## config.mk

```make
export PLATFORM = sky130hd
export DESIGN_NAME = csr_access_ctrl
export DESIGN_NICKNAME = d
export VERILOG_FILES = /design/src/rtl/csr_pkg.sv /design/src/rtl/csr_rmw_alu.sv /design/src/rtl/csr_access_ctrl.sv
export SDC_FILE = /design/constraint.sdc
export NUM_CORES = 1
export LEC_CHECK = 0
export BUFFER_PORTS_ARGS = -buffer_cell sky130_fd_sc_hd__buf_4
export CORE_MARGIN = 2
export CORE_UTILIZATION = 55
export CTS_BUF_LIST = sky130_fd_sc_hd__clkbuf_16
export CTS_CLUSTER_SIZE = 8
export DETAILED_ROUTE_END_ITERATION = 10
export PLACE_DENSITY = 0.92
export SETUP_SLACK_MARGIN = 0.4
export SYNTH_ARGS = -nofsm -noshare
export SYNTH_HDL_FRONTEND = slang
export SYNTH_HIERARCHICAL = 1
export SYNTH_SLANG_ARGS = --single-unit
```

## constraint.sdc

```tcl
create_clock -name clk -period 2.8 [get_ports clk]
set_input_delay 0.42 -clock clk [delete_from_list [all_inputs] [get_ports clk]]
set_output_delay 0.42 -clock clk [all_outputs]
set_load 0.02 [all_outputs]
```

## src/rtl/csr_pkg.sv

```systemverilog
// -----------------------------------------------------------------------------
// csr_pkg
// Shared definitions for the CSR access path: Zicsr funct3 encodings,
// privilege level encodings, the access controller FSM state enum and the
// CSR address pattern that marks a register as read-only.
// No ports (package).
// -----------------------------------------------------------------------------
package csr_pkg;

    // Zicsr funct3 encodings; bit 2 selects the immediate (zimm) operand.
    localparam logic [2:0] CSR_FN_RW  = 3'b001;
    localparam logic [2:0] CSR_FN_RS  = 3'b010;
    localparam logic [2:0] CSR_FN_RC  = 3'b011;
    localparam logic [2:0] CSR_FN_RWI = 3'b101;
    localparam logic [2:0] CSR_FN_RSI = 3'b110;
    localparam logic [2:0] CSR_FN_RCI = 3'b111;

    // Privilege levels (2'b10 is reserved).
    localparam logic [1:0] PRIV_U = 2'd0;
    localparam logic [1:0] PRIV_S = 2'd1;
    localparam logic [1:0] PRIV_M = 2'd3;

    // csr[11:10] == 2'b11 marks a read-only CSR.
    localparam logic [1:0] CSR_RO_PATTERN = 2'b11;

    typedef enum logic [1:0] {
        CSR_ST_IDLE  = 2'd0,
        CSR_ST_READ  = 2'd1,
        CSR_ST_WRITE = 2'd2,
        CSR_ST_RESP  = 2'd3
    } csr_state_e;

endpackage

```

## src/rtl/csr_rmw_alu.sv

```systemverilog
// -----------------------------------------------------------------------------
// csr_rmw_alu
// Combinational read-modify-write datapath for Zicsr instructions.
// Ports:
//   funct3_i     Zicsr funct3
//   old_i        current CSR value
//   rs1_data_i   rs1 register value (register forms)
//   rs1_idx_i    rs1 index / zimm (immediate forms and write suppression)
//   new_o        value to write back
//   do_write_o   instruction performs a write
//   illegal_op_o funct3 is not a Zicsr encoding (000 / 100)
// -----------------------------------------------------------------------------
module csr_rmw_alu
    import csr_pkg::*;
#(
    parameter int XLEN = 64
) (
    input  logic [2:0]      funct3_i,
    input  logic [XLEN-1:0] old_i,
    input  logic [XLEN-1:0] rs1_data_i,
    input  logic [4:0]      rs1_idx_i,
    output logic [XLEN-1:0] new_o,
    output logic            do_write_o,
    output logic            illegal_op_o
);

    logic [XLEN-1:0] op;

    always_comb begin
        op           = funct3_i[2] ? {{(XLEN-5){1'b0}}, rs1_idx_i} : rs1_data_i;
        new_o        = old_i;
        do_write_o   = 1'b0;
        illegal_op_o = 1'b0;
        case (funct3_i)
            CSR_FN_RW, CSR_FN_RWI: begin
                new_o      = op;
                do_write_o = 1'b1;
            end
            // Set/clear forms only write when the source index/zimm is
            // non-zero, regardless of the register value.
            CSR_FN_RS, CSR_FN_RSI: begin
                new_o      = old_i | op;
                do_write_o = (rs1_idx_i != 5'd0);
            end
            CSR_FN_RC, CSR_FN_RCI: begin
                new_o      = old_i & ~op;
                do_write_o = (rs1_idx_i != 5'd0);
            end
            default: begin
                illegal_op_o = 1'b1;
            end
        endcase
    end

endmodule

```

## src/rtl/csr_access_ctrl.sv

```systemverilog
// -----------------------------------------------------------------------------
// csr_access_ctrl
// Initiator side of the CSR bus. Runs one Zicsr instruction at a time as a
// read-modify-write: IDLE (accept) -> READ (sample old value) -> WRITE
// (one-cycle strobe) -> RESP (hold result until writeback takes it).
// Ports:
//   clk, reset                 clock, synchronous active-high reset
//   req_*                      instruction from execute (valid/ready)
//   priv                       current privilege, captured at accept
//   csr_addr/we/wdata/rdata    CSR bus; rdata is combinational from addr
//   resp_*                     result to writeback (valid/ready)
// Handshakes: a transfer happens on a rising edge where valid && ready are
// both high; the sender holds its payload stable while valid is high and
// ready is low.
// -----------------------------------------------------------------------------
module csr_access_ctrl
    import csr_pkg::*;
#(
    parameter int XLEN   = 64,
    parameter int PRIV_W = 2
) (
    input  logic              clk,
    input  logic              reset,
    input  logic              req_valid,
    output logic              req_ready,
    input  logic [2:0]        req_funct3,
    input  logic [11:0]       req_csr,
    input  logic [4:0]        req_rs1_idx,
    input  logic [XLEN-1:0]   req_rs1_data,
    input  logic [4:0]        req_rd,
    input  logic [PRIV_W-1:0] priv,
    output logic [11:0]       csr_addr,
    output logic              csr_we,
    output logic [XLEN-1:0]   csr_wdata,
    input  logic [XLEN-1:0]   csr_rdata,
    output logic              resp_valid,
    input  logic              resp_ready,
    output logic [4:0]        resp_rd,
    output logic [XLEN-1:0]   resp_data,
    output logic              resp_illegal
);

    csr_state_e        state_q, state_d;
    logic [2:0]        fn_q;
    logic [11:0]       csr_q;
    logic [4:0]        idx_q;
    logic [XLEN-1:0]   data_q;
    logic [4:0]        rd_q;
    logic [PRIV_W-1:0] priv_q;
    logic [XLEN-1:0]   old_q;
    logic [XLEN-1:0]   new_q;
    logic              wr_q;
    logic              ill_q;

    logic [XLEN-1:0]   alu_new;
    logic              alu_do_write;
    logic              alu_illegal_op;
    logic              ill_d;
    logic              accept;

    csr_rmw_alu #(.XLEN(XLEN)) u_alu (
        .funct3_i     (fn_q),
        .old_i        (csr_rdata),
        .rs1_data_i   (data_q),
        .rs1_idx_i    (idx_q),
        .new_o        (alu_new),
        .do_write_o   (alu_do_write),
        .illegal_op_o (alu_illegal_op)
    );

    // Privilege check is an unsigned 2-bit compare against csr[9:8].
    assign ill_d  = alu_illegal_op
                  | (csr_q[9:8] > 2'(priv_q))
                  | ((csr_q[11:10] == CSR_RO_PATTERN) & alu_do_write);
    assign accept = req_valid & req_ready;

    always_ff @(posedge clk) begin
        if (reset) begin
            state_q <= CSR_ST_IDLE;
            fn_q    <= '0;
            csr_q   <= '0;
            idx_q   <= '0;
            data_q  <= '0;
            rd_q    <= '0;
            priv_q  <= '0;
            old_q   <= '0;
            new_q   <= '0;
            wr_q    <= 1'b0;
            ill_q   <= 1'b0;
        end else begin
            state_q <= state_d;
            if (accept) begin
                fn_q   <= req_funct3;
                csr_q  <= req_csr;
                idx_q  <= req_rs1_idx;
                data_q <= req_rs1_data;
                rd_q   <= req_rd;
                priv_q <= priv;
            end
            if (state_q == CSR_ST_READ) begin
                old_q <= csr_rdata;
                new_q <= alu_new;
                wr_q  <= alu_do_write;
                ill_q <= ill_d;
            end
        end
    end

    // Outputs are forced to their idle values while reset is high so that a
    // strobe due in the reset cycle never reaches the bus.
    always_comb begin
        state_d      = state_q;
        req_ready    = 1'b0;
        csr_addr     = '0;
        csr_we       = 1'b0;
        csr_wdata    = '0;
        resp_valid   = 1'b0;
        resp_rd      = '0;
        resp_data    = '0;
        resp_illegal = 1'b0;
        if (!reset) begin
            case (state_q)
                CSR_ST_IDLE: begin
                    req_ready = 1'b1;
                    if (req_valid) state_d = CSR_ST_READ;
                end
                CSR_ST_READ: begin
                    csr_addr = csr_q;
                    state_d  = CSR_ST_WRITE;
                end
                CSR_ST_WRITE: begin
                    csr_addr  = csr_q;
                    csr_we    = wr_q & ~ill_q;
                    csr_wdata = new_q;
                    state_d   = CSR_ST_RESP;
                end
                CSR_ST_RESP: begin
                    resp_valid   = 1'b1;
                    resp_illegal = ill_q;
                    resp_data    = ill_q ? '0 : old_q;
                    resp_rd      = ill_q ? 5'd0 : rd_q;
                    if (resp_ready) state_d = CSR_ST_IDLE;
                end
                default: state_d = CSR_ST_IDLE;
            endcase
        end
    end

endmodule

```

* After elaboration in Yosys (flattened, before gate mapping)
Index checks and enable logic that the tools add are counted.
** Storage, ports and cells
- Flip-flop bits (word level) :: 223
- Input bits :: 159
** Cells by class
- Muxes and demuxes :: 25
- Equal/unequal tests :: 12
- Bitwise gates (word level) :: 9
- Order comparisons :: 1
- Reduce and logical (&&, ||, !) cells :: 9
** Operators with widths (count)
- 64-bit 2-to-1 mux :: 6
- 64-bit case mux with 3 select lines :: 1
- 64-bit AND :: 1
- 64-bit inverter :: 1
- 64-bit bitwise OR :: 1
- 12-bit 2-to-1 mux :: 2
- 5-bit 2-to-1 mux :: 3
- 3-bit == test (second input constant) :: 3
- 1-bit 2-to-1 mux :: 9
- 2-bit case mux with 4 select lines :: 1
- 2-bit OR reduction :: 4
- 2-bit == test (second input constant) :: 3
- 3-bit by 2-bit == test with 1-bit output (second input constant) :: 2
- 6-bit OR reduction :: 1
- 5-bit nonzero test :: 1
- 2-bit 2-to-1 mux :: 2
- 2-bit inequality test (second input constant) :: 2
- 4-bit OR reduction :: 1
- 1-bit AND :: 3
- 3-bit by 1-bit == test with 1-bit output (second input constant) :: 1
- 2-bit by 1-bit == test with 1-bit output (second input constant) :: 1
- 2-bit > comparator :: 1
- 2-bit zero test :: 1
- 1-bit bitwise OR :: 2
- other kinds (3) :: 3

* Depth between registers and ports, before layout
Gate-level depths: netlist of the first run.
- Depth after elaboration :: 5
- Depth in mapped cells :: 8
- Gate-level depth less buffers :: 5

* By module
The synthesis of the first run kept the hierarchy.
** By module, submodules not included
- csr_access_ctrl :: cells each 1005, sequential area each 4464.3 um^2, instances 1, area each 9201.3 um^2
- csr_rmw_alu :: cells each 291, sequential area each 0.0 um^2, instances 1, area each 1868.0 um^2

* Least setup slack after synthesis of the first run
No wires, ideal clock.
- Path kind :: flip-flop to output port
- Start point :: reg state_q[1]
- End point :: out resp_data[57]
- Required time :: 2380 ps
- Path buffers :: 2
- Stages on the path, launching flop included :: 7
- Arrival time :: 1497 ps
- Setup slack :: 883 ps
- Cell sequence :: dfxtp_1 -> ha_1 -> nor2b_2 -> and2b_4 -> buf_4 -> buf_2 -> and2_1
** On the way
- Longest elaborated chain between the ends :: 3
** RTL lines
- from (decl) :: RTL line csr_access_ctrl.sv:43 : csr_state_e state_q, state_d;
- from (signal assigned) :: RTL line csr_access_ctrl.sv:91 : state_q <= state_d;
- 2-bit == test :: RTL line csr_access_ctrl.sv:122 : case (state_q)
- 64-bit 2-to-1 mux :: RTL line csr_access_ctrl.sv:122
- 64-bit 2-to-1 mux :: RTL line csr_access_ctrl.sv:121 : if (!reset) begin
- to (decl) :: RTL line csr_access_ctrl.sv:39 : output logic [XLEN-1:0] resp_data,
Every way passes these cells.

* Worst setup path after layout of the first run
- Start point :: reg state_q[0]
- End point :: out csr_we
** On the way
- Longest elaborated chain between the ends :: 3
** RTL lines
- 2-bit == test :: RTL line csr_access_ctrl.sv:122
- 1-bit 2-to-1 mux :: RTL line csr_access_ctrl.sv:122
- 1-bit 2-to-1 mux :: RTL line csr_access_ctrl.sv:121
- to (decl) :: RTL line csr_access_ctrl.sv:33 : output logic csr_we,
Every way passes these cells.

==> flow_summary.yaml, run 1 <==
power:
  netSwitchingPower_mw: 4.495
  swShare: 0.3567
  ir_worst_vdd_uv: 588.9
  clockPowerShare: 0.255
  intPower_mw: 8.109
  p_per_area_nw_per_um2: 828.7
  p_leak_nw: 6.467
  combPwrFrac: 0.383
  seqPwrFrac: 0.362
setup_path:
  crit_path_cell_trace: "clkinvlp_4 -> buf_12 -> ha_4 -> nor2b_4 -> buf_12 -> and3b_1 -> buf_4"
  path_common_cell: "buf_12"
  arrival_ns: 2.05
  worst-path-buf-inv: 4
  crit_required_ns: 2.38
  path_max_fanout: 12
  worst_path_max_delay_cell: "dfxtp_4"
  path_class: "flip-flop to output port"
  critPathTopFamily: "buffers and inverters"
  crit_path_start_kind: "flip-flop"
  endpoint_kind: "output port"
  crit_path_max_incr_delay_ns: 0.37
floorplanning:
  start_util: 0.5651
  die_x_um: 145.9
  dieArea_um2: 21280
  ioPinCount: 308
  core_area_um2: 19590
  fp-row-count: 51
  fp.dieH_um: 145.9
clocking:
  cts_tree: "done"
  path_clk_slew_ns: 0.06
  cts_buffer_depth: 3
  htreeDepth: 1
  clk-insertion-delay-late_ns: 0.55
  cts-root-buf: "clkbuf_16"
  cts_hold_buf: 0
  clock_sinks: 223
  cts_inserted_buffers: 31
finish:
  post-route-util: 0.7763
  syn2layout_area_growth_pct: 37.39
  n_fill_cell: 1198
  nNetsFinal: 1748
  diodes: 0
  layout-drive-gt1-share: 0.3083
timing:
  finalHoldViolCount: 0
  rsz0062_at_grt: "yes"
  setup-tns-final_ns: 0
  min_period_over_period: 0.8816
  finalMaxSlewViolations: 0
  tightest_slew_ns: 0.9949
  max_slew_margin: 0.3367
  fmax_mhz: 405.1
  skew_ns: 0.01954
  post-route-min-period_ns: 2.468
  setup_viol: 0
drt:
  wl_per_cell_um: 20.50
  drc_errors: 0
  via_per_inst: 5.689
  vias: 10510
  first_pass_iters: 5
  drt_wl_total_um: 37880
  dr.first_iter.drc_count: 787
  drtAntennaViolNets: 0
outcome:
  outcome: "completed"
placement:
  gp_congestion: 0.8536
  portBuffers: 307
  post-dp-hpwl_um: 20430
synth:
  synth_warnings: 6
  ys_seq_elements: 223
  yosysUniqueCellTypes: 33
  synth_nets: 1462
  synthCells: 1296
  avgSynthCellArea_um2: 8.541
  synth_area_um2: 11070
  synth-seq-area-share: 0.4033
global_route:
  grt_pass1_wl_um: 52400
  grt_pass1_vias: 10060
  grt_antenna_before_repair: 1
  grt_max_degree: 128
  grtUsageTotal: 0.3035
  gr-total-overflow: 0
worst_hold_path:
  hp-class: "input pin to flip-flop"
job:
  maxCapViolations: 0
-- final cells by class --
type,instances,area [µm²],area share
clock buffers,31,775.7,0.05101
clock inverters,3,16.27,0.001070
inverters,6,26.28,0.001728
multi-input cells,970,6286,0.4133
flip-flops and latches,223,4478,0.2944
well taps,265,331.6,0.02180
repair buffers,350,3294,0.2166
-- kinds of logic after synthesis --
| family | synth area share |
|---|---|
| fa+ha+maj | 0.007912 |
| mux | 0.1266 |
| compound gates | 0.1012 |
| buf+inv | 0.05844 |
| flops | 0.4033 |
| simple gates | 0.2559 |
| xor+xnor | 0.04668 |
-- worst paths after layout --
path	start	endpoint	slack, ns	cells after the start
max	state_q[0]	csr_we	0.33	7
min	req_rs1_data[28]	data_q[28]	0.07	3
max reg2reg	fn_q[2]	new_q[55]	0.76	6
min reg2reg	data_q[62]	data_q[62]	0.46	2
-- cell usage after synthesis --
master | count | area [µm²]
and2b_4 | 1 | 10.01
and2b_1 | 18 | 135.1
xnor2_1 | 59 | 516.8
nor2b_2 | 2 | 17.52
nand2b_1 | 90 | 563.0
and2_1 | 146 | 913.4
nand2_1 | 93 | 349.1
a31oi_1 | 2 | 12.51
ha_1 | 7 | 87.58
nor2_1 | 135 | 506.7
dfxtp_1 | 223 | 4464
clkbuf_4 | 2 | 15.01
clkbuf_2 | 7 | 35.03
nor3_1 | 1 | 5.000
nor4_1 | 2 | 12.51
buf_6 | 18 | 202.7
buf_2 | 33 | 165.2
or2_1 | 1 | 6.260
o21a_1 | 1 | 7.510
mux2_4 | 1 | 15.01
clkbuf_1 | 31 | 116.4
or3b_1 | 1 | 8.760
mux2i_1 | 134 | 1341
o21ai_1 | 79 | 395.4
nor2b_1 | 46 | 287.8
mux2_2 | 4 | 45.04
inv_1 | 6 | 22.52
and3b_1 | 2 | 17.52
a311oi_1 | 1 | 8.760
a21oi_1 | 124 | 620.6
o21ai_0 | 12 | 60.06
o31ai_1 | 2 | 15.01
buf_4 | 12 | 90.09
-- power by group through the flow --
stage | Clock [mW] | Combinational, mW | Sequential (mW)
6_report | 3.22 | 4.83 | 4.56
5_1_grt | 3.39 | 5.13 | 4.62
4_1_cts | 3.23 | 4.42 | 4.49
3_5_place_dp | 0 | 4.07 | 4.52
3_3_place_gp | 0 | 3.92 | 4.50
2_1_floorplan | 0 | 3.37 | 4.28
-- stage by stage --
stage / setup WS, ns / power, mW / instances / instance area [µm²] / hold slack, ns
6_report: 0.3316 / 12.60 / 1848 / 15210 / 0.07175
5_1_grt: 0.2794 / 13.13 / 1848 / 15210 / 0.06914
4_1_cts: 0.3806 / 12.13 / 1840 / 14470 / 0.05876
3_5_place_dp: 0.4151 / 8.598 / 1779 / 13270 / 0.4492
3_3_place_gp: 0.6052 / 8.412 / 1779 / 13270 / 0.4471
2_1_floorplan: 0.8832 / 7.658 / 1296 / 11070 / 0.4371
-- layer usage --
metal | vias up | GRT usage | routed length (µm)
met5 | - | 0 | 0
met3 | 166 | 0.06771 | 3070
li1 | 4781 | - | -
met4 | 0 | 0.1574 | 2349
met2 | 591 | 0.5252 | 18690
met1 | 4976 | 0.3516 | 13770
-- state kept, by name (all words and copies together), names as in the netlist, 3 cells and up --
signal / cells
new_q: 64
rd_q: 5
idx_q: 5
csr_q: 12
fn_q: 3
data_q: 64
old_q: 64
-- layout by cell type, fill, tap and decap left out, types with 4 or more instances in the layout --
| master | count |
|---|---|
| and2_1 | 68 |
| nor2b_4 | 6 |
| mux2_2 | 4 |
| dfxtp_1 | 218 |
| nor2b_1 | 45 |
| o21ai_0 | 12 |
| buf_6 | 115 |
| nand2_1 | 93 |
| buf_4 | 217 |
| and2_4 | 78 |
| mux2i_1 | 134 |
| buf_12 | 16 |
| and2b_1 | 18 |
| inv_1 | 6 |
| and2b_4 | 4 |
| clkbuf_16 | 33 |
| o21ai_1 | 79 |
| nor2_1 | 135 |
| a21oi_1 | 124 |
| nand2b_1 | 90 |
| xnor2_1 | 59 |
-- tightest hold or removal path, delay by kind of cell --
family / cells / cell delay [ns]
buffers and inverters: 1 / 0.08
and+or+nand+nor: 1 / 0.03
AOI/OAI and AO/OA: 1 / 0.06
-- timing repair --
action	CTS	global route
setup endpoints to repair	146	146
resized for setup	25	191
pin swaps	1	9
gates cloned	7	3
buffers inserted	20	5
No activity file was read; power rests on OpenSTA's default activity.
==> inputs of run 2 (changes only) <==
--- a/config.mk
+++ b/config.mk
@@ -12,6 +12,7 @@
 export CTS_CLUSTER_SIZE = 8
 export DETAILED_ROUTE_END_ITERATION = 10
 export PLACE_DENSITY = 0.92
+export RECOVER_POWER = 25
 export SETUP_SLACK_MARGIN = 0.4
 export SYNTH_ARGS = -nofsm -noshare
 export SYNTH_HDL_FRONTEND = slang
==> run 2 against run 1 <==
Net effect: cell count is the same; non-clock buffer count is the same; sequential cell count is the same; utilization shrank 0.11 points; design area shrank 0.15%; global-route usage is the same; critical path type unchanged; register-to-register slack lost 0.24 ns; first-iteration DRC count grew 3.6%; highest routed layer unchanged; total power shrank 0.58%; clock skew shrank 0.0018 ns.
==> flow_summary.yaml, run 2 (synthesized netlist as in run 1, its figures left out) <==
outcome:
  outcome: "completed"
setup_path:
  crit_path_start_kind: "flip-flop"
  crit_required_ns: 2.38
  arrival_ns: 2.14
  path_max_fanout: 12
  ff2ff_setup_slack_ns: 0.52
  path_class: "flip-flop to output port"
  endpoint_kind: "output port"
timing:
  fmax_mhz: 390.3
  tightest_slew_ns: 1.192
  setup_viol: 0
  skew_ns: 0.01774
  worst_slack_ns: 0.2380
  finalMaxSlewViolations: 0
  rsz0062_at_grt: "yes"
  max_slew_margin: 0.2053
  setup-tns-final_ns: 0
  min_period_over_period: 0.9150
  post-route-min-period_ns: 2.562
  finalHoldViolCount: 0
finish:
  n_fill_cell: 1205
  layout_commonest_cell: "dfxtp_1"
  layout-drive-gt1-share: 0.3070
  diodes: 0
  final_cell_mix: "dfxtp_1, buf_4, nor2_1, mux2i_1, a21oi_1"
  top_regs: "data_q x64, new_q x64, old_q x64"
  nNetsFinal: 1748
  syn2layout_area_growth_pct: 37.19
drt:
  wl_per_cell_um: 20.48
  drc_errors: 0
  first_pass_iters: 5
  drtAntennaViolNets: 0
  via_per_inst: 5.719
  dr.first_iter.drc_count: 815
  vias: 10570
  drt_wl_total_um: 37850
worst_hold_path:
  hp-class: "input pin to flip-flop"
floorplanning:
  die_x_um: 145.9
  fp-row-count: 51
  start_util: 0.5651
  ioPinCount: 308
  dieArea_um2: 21280
  fp.dieH_um: 145.9
  core_area_um2: 19590
global_route:
  grt_max_degree: 128
  grt_pass1_vias: 10060
  grt_antenna_before_repair: 1
  grt_pass1_wl_um: 52400
  gr-total-overflow: 0
  grtUsageTotal: 0.3035
placement:
  post-dp-hpwl_um: 20430
  portBuffers: 307
  preCtsSetupSlack_ns: 0.4151
  gp_congestion: 0.8536
clocking:
  cts_buffer_depth: 3
  cts_tree: "done"
  cts-root-buf: "clkbuf_16"
  cts_inserted_buffers: 31
  cts_hold_buf: 0
  clk-insertion-delay-late_ns: 0.55
  htreeDepth: 1
  path_clk_slew_ns: 0.05
  clock_sinks: 223
power:
  total_power_mw: 12.53
  combPwrFrac: 0.380
  swShare: 0.3554
  ir_worst_vdd_uv: 556.4
  netSwitchingPower_mw: 4.454
  p_per_area_nw_per_um2: 825.2
  p_leak_nw: 6.441
  intPower_mw: 8.077
  seqPwrFrac: 0.364
  clockPowerShare: 0.256
job:
  maxCapViolations: 0
## run 2: worst max-delay path, cell delays in order, from the launching register on
cell and delay, ns:
dfxtp_1 0.42, clkinvlp_4 0.19, buf_12 0.16, ha_4 0.18, nor2b_4 0.16, buf_12 0.16, and3b_1 0.18, buf_4 0.15
## run 2: final cells by class
cell class	count	area, µm²	share of cell area
inverter	6	26.28	0.001730
multi-input combinational	970	6286	0.4139
tap	265	331.6	0.02183
clock buffer	31	775.7	0.05108
clock inverter	3	16.27	0.001071
sequential	223	4474	0.2946
timing repair buffer	350	3276	0.2157
## run 2: through the flow
| stage | cell area, µm² | hold WS [ns] | std cells | util |
|---|---|---|---|---|
| detailed placement | 13270 | 0.4492 | 1779 | 0.6773 |
| finish | 15190 | 0.07079 | 1848 | 0.7752 |
| global placement | 13270 | 0.4471 | 1779 | 0.6773 |
| global route | 15190 | 0.06914 | 1848 | 0.7752 |
| floorplan | 11070 | 0.4371 | 1296 | - |
| CTS | 14470 | 0.05876 | 1840 | 0.7385 |
## run 2: path summary, 6_finish.rpt
| kind | cells past startpoint | from | to |
|---|---|---|---|
| worst min register to register | 2 | data_q[37] | data_q[37] |
| worst min-delay path | 3 | req_rs1_data[27] | data_q[27] |
| worst max-delay path | 7 | state_q[0] | csr_we |
| worst max register to register | 5 | state_q[0] | csr_q[4] |
## run 2: timing repair
item / 4_1_cts / 5_1_grt
pin swaps: 1 / 9
setup endpoints to repair: 146 / 146
setup buffers: 20 / 5
cloned: 7 / 3
resized for setup: 25 / 191
## run 2: routing by layer
metal  GRT usage  wire (µm)  vias to the layer above
met5           0          0                        -
li1            -          -                     4782
met2      0.5252      18700                      626
met3     0.06771       3245                      178
met1      0.3516      13490                     4982
met4      0.1574       2418                        0
## run 2: power groups by stage
stage	registers [mW]	logic (mW)	clock network, mW
final	4.56	4.76	3.21
after CTS	4.49	4.42	3.23
after global placement	4.50	3.92	0
after detailed placement	4.52	4.07	0
after floorplan	4.28	3.37	0
after global routing	4.61	5.08	3.39
==> inputs of run 3 (changes only) <==
--- a/config.mk
+++ b/config.mk
@@ -11,10 +11,9 @@
 export CTS_BUF_LIST = sky130_fd_sc_hd__clkbuf_16
 export CTS_CLUSTER_SIZE = 8
 export DETAILED_ROUTE_END_ITERATION = 10
-export PLACE_DENSITY = 0.92
+export PLACE_DENSITY = 0.93
 export RECOVER_POWER = 25
 export SETUP_SLACK_MARGIN = 0.4
 export SYNTH_ARGS = -nofsm -noshare
 export SYNTH_HDL_FRONTEND = slang
-export SYNTH_HIERARCHICAL = 1
 export SYNTH_SLANG_ARGS = --single-unit
==> run 3 against run 2 <==
Net effect: maximum frequency up 3.0%; clock skew down 0.0032 ns; sequential power up 3%; total power down 4.0%; count of clock-buffer cells in the layout unchanged; global-route usage up 0.69 points; sequential share of layout area up 1.1 points; critical path depth down 1; hold slack better by 0.0056 ns; die area down 1.8%; routed wire length down 5.4%; design area down 3.6%; critical path type unchanged; highest routed layer unchanged.
==> flow_summary.yaml, run 3 <==
outcome:
  outcome: "completed"
synth:
  netlist.area_leader.share: 0.4108
  synth-seq-area-share: 0.4108
  synth.most_common_cell: "dfxtp_1"
  synth_edf_count: 0
  synthArstFlopShare: 0
  yosysUniqueCellTypes: 38
  synthFlopType: "dfxtp_1"
  synthCells: 1280
  yosys-top-cells-count: "dfxtp_1, nand2b_1, and2_1"
  synth_largest_area_cell: "dfxtp_1"
  ys_seq_elements: 223
  synth_nets: 1446
  synth_area_leaders: "dfxtp_1, nand2b_1, and2_1"
  synth_warnings: 0
  synth_area_um2: 10870
  avgSynthCellArea_um2: 8.491
clocking:
  cts-root-buf: "clkbuf_16"
  cts_hold_buf: 0
  cts_tree: "done"
  cts_inserted_buffers: 31
  clk-insertion-delay-late_ns: 0.54
  cts_buffer_depth: 3
  clock_sinks: 223
  path_clk_slew_ns: 0.05
  htreeDepth: 1
drt:
  dr.first_iter.drc_count: 704
  vias: 10530
  drtAntennaViolNets: 0
  wl_per_cell_um: 19.69
  drt_wl_total_um: 35800
  first_pass_iters: 5
  via_per_inst: 5.793
  drc_errors: 0
setup_path:
  path_class: "flip-flop to output port"
  arrival_ns: 2.07
  endpoint: "resp_data[0]"
  crit_start: "state_q[1]"
  endpoint_kind: "output port"
  timing.rr.end: "idx_q[4]"
  path_max_fanout: 6
  r2r_start: "state_q[1]"
  crit_required_ns: 2.38
  reg2reg_depth: 6
  ff2ff_setup_slack_ns: 0.41
  crit_path_start_kind: "flip-flop"
floorplanning:
  die_x_um: 144.6
  fp.dieH_um: 144.6
  fp-row-count: 51
  ioPinCount: 308
  dieArea_um2: 20900
  start_util: 0.5602
  core_area_um2: 19400
timing:
  fmax_mhz: 402.0
  tightest_slew_ns: 1.199
  finalMaxSlewViolations: 0
  setup-tns-final_ns: 0
  post-route-min-period_ns: 2.488
  skew_ns: 0.01457
  min_period_over_period: 0.8884
  max_slew_margin: 0.2004
  setup_viol: 0
  rsz0062_at_grt: "yes"
  finalHoldViolCount: 0
global_route:
  use_met2: 0.5353
  use_met1: 0.3699
  grt_antenna_before_repair: 1
  use_met3: 0.07848
  grt_pass1_wl_um: 51490
  grt.busiest_layer: "met2"
  grtUsageTotal: 0.3104
  gr-total-overflow: 0
  grt_max_degree: 207
  grt_pass1_vias: 9977
placement:
  post-dp-hpwl_um: 21010
  placedCellCount: 1756
  portBuffers: 307
  gp_congestion: 0.7909
power:
  ir_worst_vdd_uv: 516.3
  p_leak_nw: 6.173
  total_power_mw: 12.03
  p_per_area_nw_per_um2: 821.3
finish:
  syn2layout_area_growth_pct: 34.77
  layout-drive-gt1-share: 0.2706
  top_regs: "data_q x64, new_q x64, old_q x64"
  nNetsFinal: 1719
  seqCellArea_um2: 4472
  multi_input_area_um2: 5979
  final_cell_mix: "buf_4, dfxtp_1, nand2b_1, and2_1, nand2_1"
  layout.cells.non_filler: 1818
  n_fill_cell: 1402
  layout_commonest_cell: "buf_4"
worst_hold_path:
  hp-class: "input pin to flip-flop"
job:
  maxCapViolations: 0
==> run 3: changes by cell type after synthesis, sizes merged, moves of 18 or more <==
cell    previous run  this run
xnor2             59         0
and2b             19         1
a21oi            124         2
mux2i            134        74
nand2b            90       183
nor2b             48         9
nand3              0        88
nor2             135        70
a41oi              0        45
clkbuf            40        66
o21bai             0        45
==> run 3: worst min-delay path by stage <==
stage | startpoint | endpoint | slack [ns] | cells past startpoint
3_3_place_gp | new_q[6] | new_q[6] | 0.44 | 1
2_1_floorplan | new_q[62] | new_q[62] | 0.42 | 2
5_1_grt | req_csr[11] | csr_q[11] | 0.08 | 3
4_1_cts | req_csr[11] | csr_q[11] | 0.06 | 3
3_5_place_dp | new_q[15] | new_q[15] | 0.45 | 1
6_report | req_csr[11] | csr_q[11] | 0.08 | 3
==> run 3: cells by family after synthesis <==
| logic type | synth area share |
|---|---|
| and+or+nand+nor | 0.3069 |
| AOI/OAI and AO/OA | 0.1538 |
| DFF | 0.4108 |
| buffers and inverters | 0.05077 |
| muxes | 0.06816 |
| adders and majority gates | 0.008059 |
| xor gates and xnor gates | 0.001497 |
==> run 3: area by class of cell <==
cell class              count  area share
clock buffers              31     0.05296
flip-flops and latches    223      0.3053
clock inverters             1   0.0002563
well taps                 265     0.02264
inverters                   6    0.001709
diodes                      1   0.0001709
repair buffers            350      0.2087
multi-input cells         941      0.4083
==> run 3: report_power, final <==
part	total, mW	switching [mW]	internal (mW)	leakage (nW)
Combinational	4.17	2.32	1.85	3.95
Clock	3.18	1.27	1.91	0.387
Sequential	4.68	0.584	4.09	1.83
Total	12.0	4.17	7.85	6.17
==> run 3: metal layers <==
| metal | up-vias | share of wire |
|---|---|---|
| li1 | 4884 | - |
| met1 | 5017 | 0.38 |
| met2 | 529 | 0.49 |
| met3 | 101 | 0.088 |
| met4 | 0 | 0.038 |
| met5 | - | 0 |
==> run 3: timing repair <==
| action | CTS | global route |
|---|---|---|
| gates cloned | 3 | 10 |
| pin swaps | 0 | 11 |
| buffers inserted | 11 | 5 |
| resized for setup | 13 | 62 |
| endpoints found under the setup margin | 141 | 139 |
==> run 3: through the flow <==
stage               setup slack (ns)  instance area [µm²]  utilization  hold WS [ns]
CTS                           0.3963                14230       0.7337       0.06380
global route                  0.2275                14640       0.7549       0.07771
detailed placement            0.3495                13200       0.6802        0.4470
finish                        0.3125                14650       0.7550       0.07643
global placement              0.4858                13200       0.6802        0.4407
floorplan                     0.8094                10870            -        0.4166
==> run 3: critical path, cell delays in order, from the launching register on <==
cell and delay, ns:
dfxtp_1 0.45, ha_4 0.17, nor2b_4 0.22, and2b_4 0.25, clkbuf_16 0.18, and2_4 0.15
buf_6 0.11
